$ cat config.mk
export PLATFORM = sky130hd
export DESIGN_NAME = bnn_acc_ctrl
export DESIGN_NICKNAME = d
export VERILOG_FILES = /design/src/rtl/bnn_acc_ctrl.sv
export SDC_FILE = /design/constraint.sdc
export NUM_CORES = 1
export LEC_CHECK = 0
export CORE_ASPECT_RATIO = 0.8
export CORE_MARGIN = 2
export CORE_UTILIZATION = 42
export DETAILED_ROUTE_END_ITERATION = 8
export PLACE_DENSITY = 0.79
export SLEW_MARGIN = 20
export SYNTH_ARGS = -nofsm -noshare
export SYNTH_HDL_FRONTEND = slang
export SYNTH_SLANG_ARGS = --single-unit
$ cat constraint.sdc
create_clock -name clk -period 1.8 [get_ports clk]
set_clock_uncertainty 0.05 [all_clocks]
set_input_delay 0.36 -clock clk [delete_from_list [all_inputs] [get_ports clk]]
set_output_delay 0.36 -clock clk [all_outputs]
set_load 0.02 [all_outputs]
$ cat src/rtl/bnn_acc_ctrl.sv
// rtl/bnn_acc_ctrl.sv - XNOR/popcount sequencer driving the add1/sub1 ALU for BNN dot products
module bnn_acc_ctrl #(
  parameter int N     = 12,
  parameter int LEN_W = 8
) (
  input  logic             clk,
  input  logic             rst,
  input  logic             start,
  input  logic             abort,
  input  logic [LEN_W-1:0] len,
  input  logic             in_valid,
  output logic             in_ready,
  input  logic             x_bit,
  input  logic             w_bit,
  output logic             alu_op,
  output logic             alu_a_lsb,
  output logic [N-1:0]     alu_b,
  input  logic [N-1:0]     alu_out,
  output logic [N-1:0]     result,
  output logic             result_valid,
  input  logic             result_ready,
  output logic             busy
);

  localparam logic alu_op_add1 = 1'b0;
  localparam logic alu_op_sub1 = 1'b1;

  typedef enum logic [1:0] {
    s_idle = 2'd0,
    s_acc  = 2'd1,
    s_done = 2'd2
  } state_t;

  state_t           state, state_nxt;
  logic [N-1:0]     acc, acc_nxt;
  logic [LEN_W-1:0] cnt, cnt_nxt;
  logic             beat;

  always_ff @(posedge clk or posedge rst) begin
    if (rst) begin
      state <= s_idle;
      acc   <= '0;
      cnt   <= '0;
    end else begin
      state <= state_nxt;
      acc   <= acc_nxt;
      cnt   <= cnt_nxt;
    end
  end

  always_comb begin
    state_nxt = state;
    acc_nxt   = acc;
    cnt_nxt   = cnt;
    alu_op    = alu_op_add1;
    alu_a_lsb = 1'b0;
    beat      = (state == s_acc) && in_valid;

    // XNOR of the pair picks +1 on match, -1 on mismatch
    if (beat) begin
      alu_a_lsb = 1'b1;
      alu_op    = (x_bit == w_bit) ? alu_op_add1 : alu_op_sub1;
    end

    unique case (state)
      s_idle: begin
        if (start) begin
          acc_nxt   = '0;
          cnt_nxt   = len;
          state_nxt = (len == '0) ? s_done : s_acc;
        end
      end
      s_acc: begin
        if (beat) begin
          acc_nxt = alu_out;
          cnt_nxt = cnt - LEN_W'(1);
          if (cnt == LEN_W'(1)) state_nxt = s_done;
        end
      end
      s_done: begin
        if (result_ready) state_nxt = s_idle;
      end
      default: state_nxt = s_idle;
    endcase

    // abort overrides any start, beat or result handshake in the same cycle
    if (abort) begin
      state_nxt = s_idle;
      acc_nxt   = '0;
      cnt_nxt   = '0;
    end
  end

  assign in_ready     = (state == s_acc);
  assign result_valid = (state == s_done);
  assign busy         = (state != s_idle);
  assign alu_b        = acc;
  assign result       = acc;

endmodule

==> metrics list <==
* Critical path launch point type: flop
- Largest family of logic cells by synthesized area: simple AND/OR/NAND/NOR gates
- Post-detailed-route count of antenna-violating nets: 0
- Half-perimeter wire length after detailed placement: 2.81 mm
- Setup repair after global routing missed its margin: no
- Sequential Power Share: 42.4%
- In this run the worst path has a maximum fanout of 7.
- Worst path max stage delay: 0.46 ns
- Data on the critical path is required at its endpoint by 1.39 ns.
- The completed layout was analyzed and its total power is approximately 1.4 mW.
- In this run the number of H-tree levels came out at 1.
* Starting density of the core: between 40% and 50%
- Arrival time at the worst endpoint: ~1.3 ns
- In this run, the number of DRC markers left after iteration 0 of detailed routing was 81.
- Proportion of synthesized chip area in sequential cells: between 40% and 50%
- The worst-case IR drop observed on VDD is between 0.4 and 0.5 mV.
- Compound-cell area share of the yosys netlist: 16.3%
* Post-synthesis cell count: approximately 150
- Input and output buffers added on the ports amount to 56.
* Width of the chip: approximately 67 µm
* Multiplexer share of the synthesized area: around 1.9%
- The tool flagged a number of max-cap violations equal to 0.
- The final hold violation count was 0.
- CTS tree: built
- For the pin with the worst max-slew slack, the measured transition is 0.509 ns.
- Number of antenna repair diodes: 0
* Core Rows: 18
- Clock insertion delay at the later pin of the skew report: 0.25 ns
- The die covers 3680 µm².
- Post-Syn Area per Cell: ~8.8 µm²
- Measured in cells, the most critical reg-to-reg path has a length of 5.
- In this run the tightest slew margin relative to its limit is 66.0%.
- Hold WC Path Type: input pin to async pin
- Worst Path Class, Setup: flop to output pin
- Measured along the y axis, the die boundary spans between 50 and 60 µm.
* Number of vias in the routed layout: between 1k and 1.5k
- Clock buffer count from CTS: 3
* CP cell instances: or2_2 -> clkdlybuf4s15_1
* Slack of the worst reg-to-reg path: 0.21 ns
* Initial antenna violation count: 0
* Kind of end point of the critical path: output pin
* Fmax: 0.573 GHz
* Startpoint of the worst register-to-register path: state[0]
- The first TritonRoute pass finished after 4 iterations.
- In this run the static leakage power is 0.891 nW.
- Tightest hold margin: 0.392 ns
* Arithmetic-cell share of the synthesized area counting full adders, half adders and majority gates: 1.86%
* Fin cells: 250
- Clock tree synthesis found a total of 22 sinks.
- Ys flop type: dfrtp_1
- Number of inserted filler cells in the final layout: 242
- Share of the clock period used by the worst path: 96.9%
* Cell area after synthesis: 1350 µm²
* Average wire per cell in the routed design: 14.0 µm
- Number of library cell types mapped by synthesis: 36
- In this run the critical register-to-register path is captured at cnt[3].
- The net count of the finished layout is 242.
- Wire length of the first global-routing pass: 5.55 mm
- Summed over all layers, the routed wires come to roughly 3.5 mm.
- In this run the count of I/O pins placed on the die edge is 57.
- On the critical path, the stage with the largest delay is an instance of dfrtp_2.
- Via/cell ratio: between 5 and 6
- The internal portion of the total power is 944 µW.
* Synth top area share: 40.9%
- When the netlist entered floorplanning its net count stood at 184.
- Largest net degree at the start of global routing: 23
- No sink is reached through more buffers than the 2 on the longest clock path.
- Yosys warning count: 0
* Clock slew seen by the registers of the worst setup and hold paths: roughly 0.07 ns
- Net Switching: 450 µW
- Routability-driven placement finished with a final weighted congestion of 0.915.
- Of all flip-flops after synthesis, the portion carrying an async set or reset was 100%.
- Number of failing setup endpoints in the final timing report: 0
- Post-synthesis share of cell area spent on xor and xnor gates: 0.650%
- Adding up every negative setup slack in the final design gives 0 ns.
* Combinational power share: 37.1%
- Counting flops with a built-in enable in the synthesized netlist gives 0.
- After floorplanning, the core was sized to cover 3090 µm².
- The worst path needs 1.74 ns of the cycle, external delays included.
* CTS root buf: clkbuf_8
- Of all cell types, the one taking the most synthesized area is dfrtp_1.
- Proportion of total power due to net switching: about a third
* Fraction of layout instances using a drive strength above 1: 14.8%
- Power spread over the standard cell area amounts to 709 nW/µm².
- Count of state elements after synthesis: 22
- Number of remaining DRC errors: 0
- The run finished with clean final reports.
- DP Cell Count: 246
- In the global route stage, overall resource usage came out at 20.7%.
* Vias in the first global route: 1198
* Relative area change from synthesis to final layout: 45.9%
- Part of the power in the clock network: 20.6%
* Final Max Tran Viols: 0
* Top post-synthesis cells by area: dfrtp_1, nand2_1, buf_4
- Post-synthesis simple-gate area fraction: 25.6%
- Summed over all layers, the global routing overflow is 0.
==> cell usage after synthesis (all sizes together), types with 2 or more instances <==
master	number
inv	7
ha	2
nand2	28
a31oi	2
dfrtp	22
nor3	5
and3	2
nor4	4
a21oi	10
and2	2
a22oi	2
buf	19
a211oi	2
nand3	13
nor2	7
o21ai	12
nor3b	2
==> stage by stage <==
stage / worst slack, ns / cell area, µm² / util (%)
5_1_grt: 0.0138 / 1970 / 63.7
3_3_place_gp: -0.322 / 1920 / 62.4
2_1_floorplan: 0.336 / 1350 / -
3_5_place_dp: -0.352 / 1920 / 62.4
6_report: 0.0563 / 1970 / 63.7
4_1_cts: 0.00952 / 1960 / 63.5
==> how the worst max path moves through the flow <==
stage,startpoint,end,cells past startpoint
finish,state[0],busy,2
global route,state[0],busy,2
CTS,state[0],busy,2
detailed placement,x_bit,alu_op,4
global placement,x_bit,alu_op,4
floorplan,state[1],alu_op,4
==> worst max-delay path, delay by kind of cell, from the launching register on <==
family | cells | cell delay [ns]
DFF | 1 | 0.46
and+or+nand+nor | 1 | 0.33
buffers and inverters | 1 | 0.29
==> flip-flops by register name (all words and copies together) (netlist names) <==
signal	count
alu_b	12
state	2
cnt	8
==> final cells by class <==
cell class | count | area, µm² | share of cell area (%)
Clock buffer | 3 | 41.3 | 2.10
Inverter | 7 | 26.3 | 1.34
Multi-Input combinational cell | 106 | 627 | 31.9
Sequential cell | 22 | 552 | 28.1
Tap cell | 40 | 50.0 | 2.55
Timing Repair Buffer | 72 | 669 | 34.1
==> cell usage in the layout, fill, tap and decap left out, drive strengths merged, types with 4 or more instances in the layout <==
| cell type | count |
|---|---|
| clkdlybuf4s50 | 51 |
| nand2 | 28 |
| a21oi | 10 |
| inv | 7 |
| o21ai | 12 |
| clkbuf | 4 |
| nor2 | 7 |
| dfrtp | 22 |
| nor4 | 4 |
| buf | 17 |
| nor3 | 5 |
| nand3 | 13 |
==> cells by family after synthesis <==
group	after synthesis
simple gates	67
compound gates	34
buf+inv	26
flops	22
mux	2
fa+ha+maj	2
xor+xnor	1
==> per-layer routing <==
layer	global-route usage [%]	part of all wire (%)
met5	0	0
met1	25.6	41
met2	36.1	52
met4	7.14	0.97
met3	4.32	5.7
==> repair_timing <==
item | in CTS | in global routing
resized for setup | 10 | 4
setup buffers | 0 | 1
hold buffers | 0 | 0
endpoints found under the setup margin | 15 | 3
==> power groups by stage <==
stage	sequential, mW	clock [mW]	combinational [mW]
5_1_grt	0.598	0.322	0.562
2_1_floorplan	0.603	0	0.298
4_1_cts	0.591	0.299	0.509
6_report	0.591	0.287	0.517
3_5_place_dp	0.599	0	0.515
3_3_place_gp	0.597	0	0.504
Power figures use the tool's default switching activity.
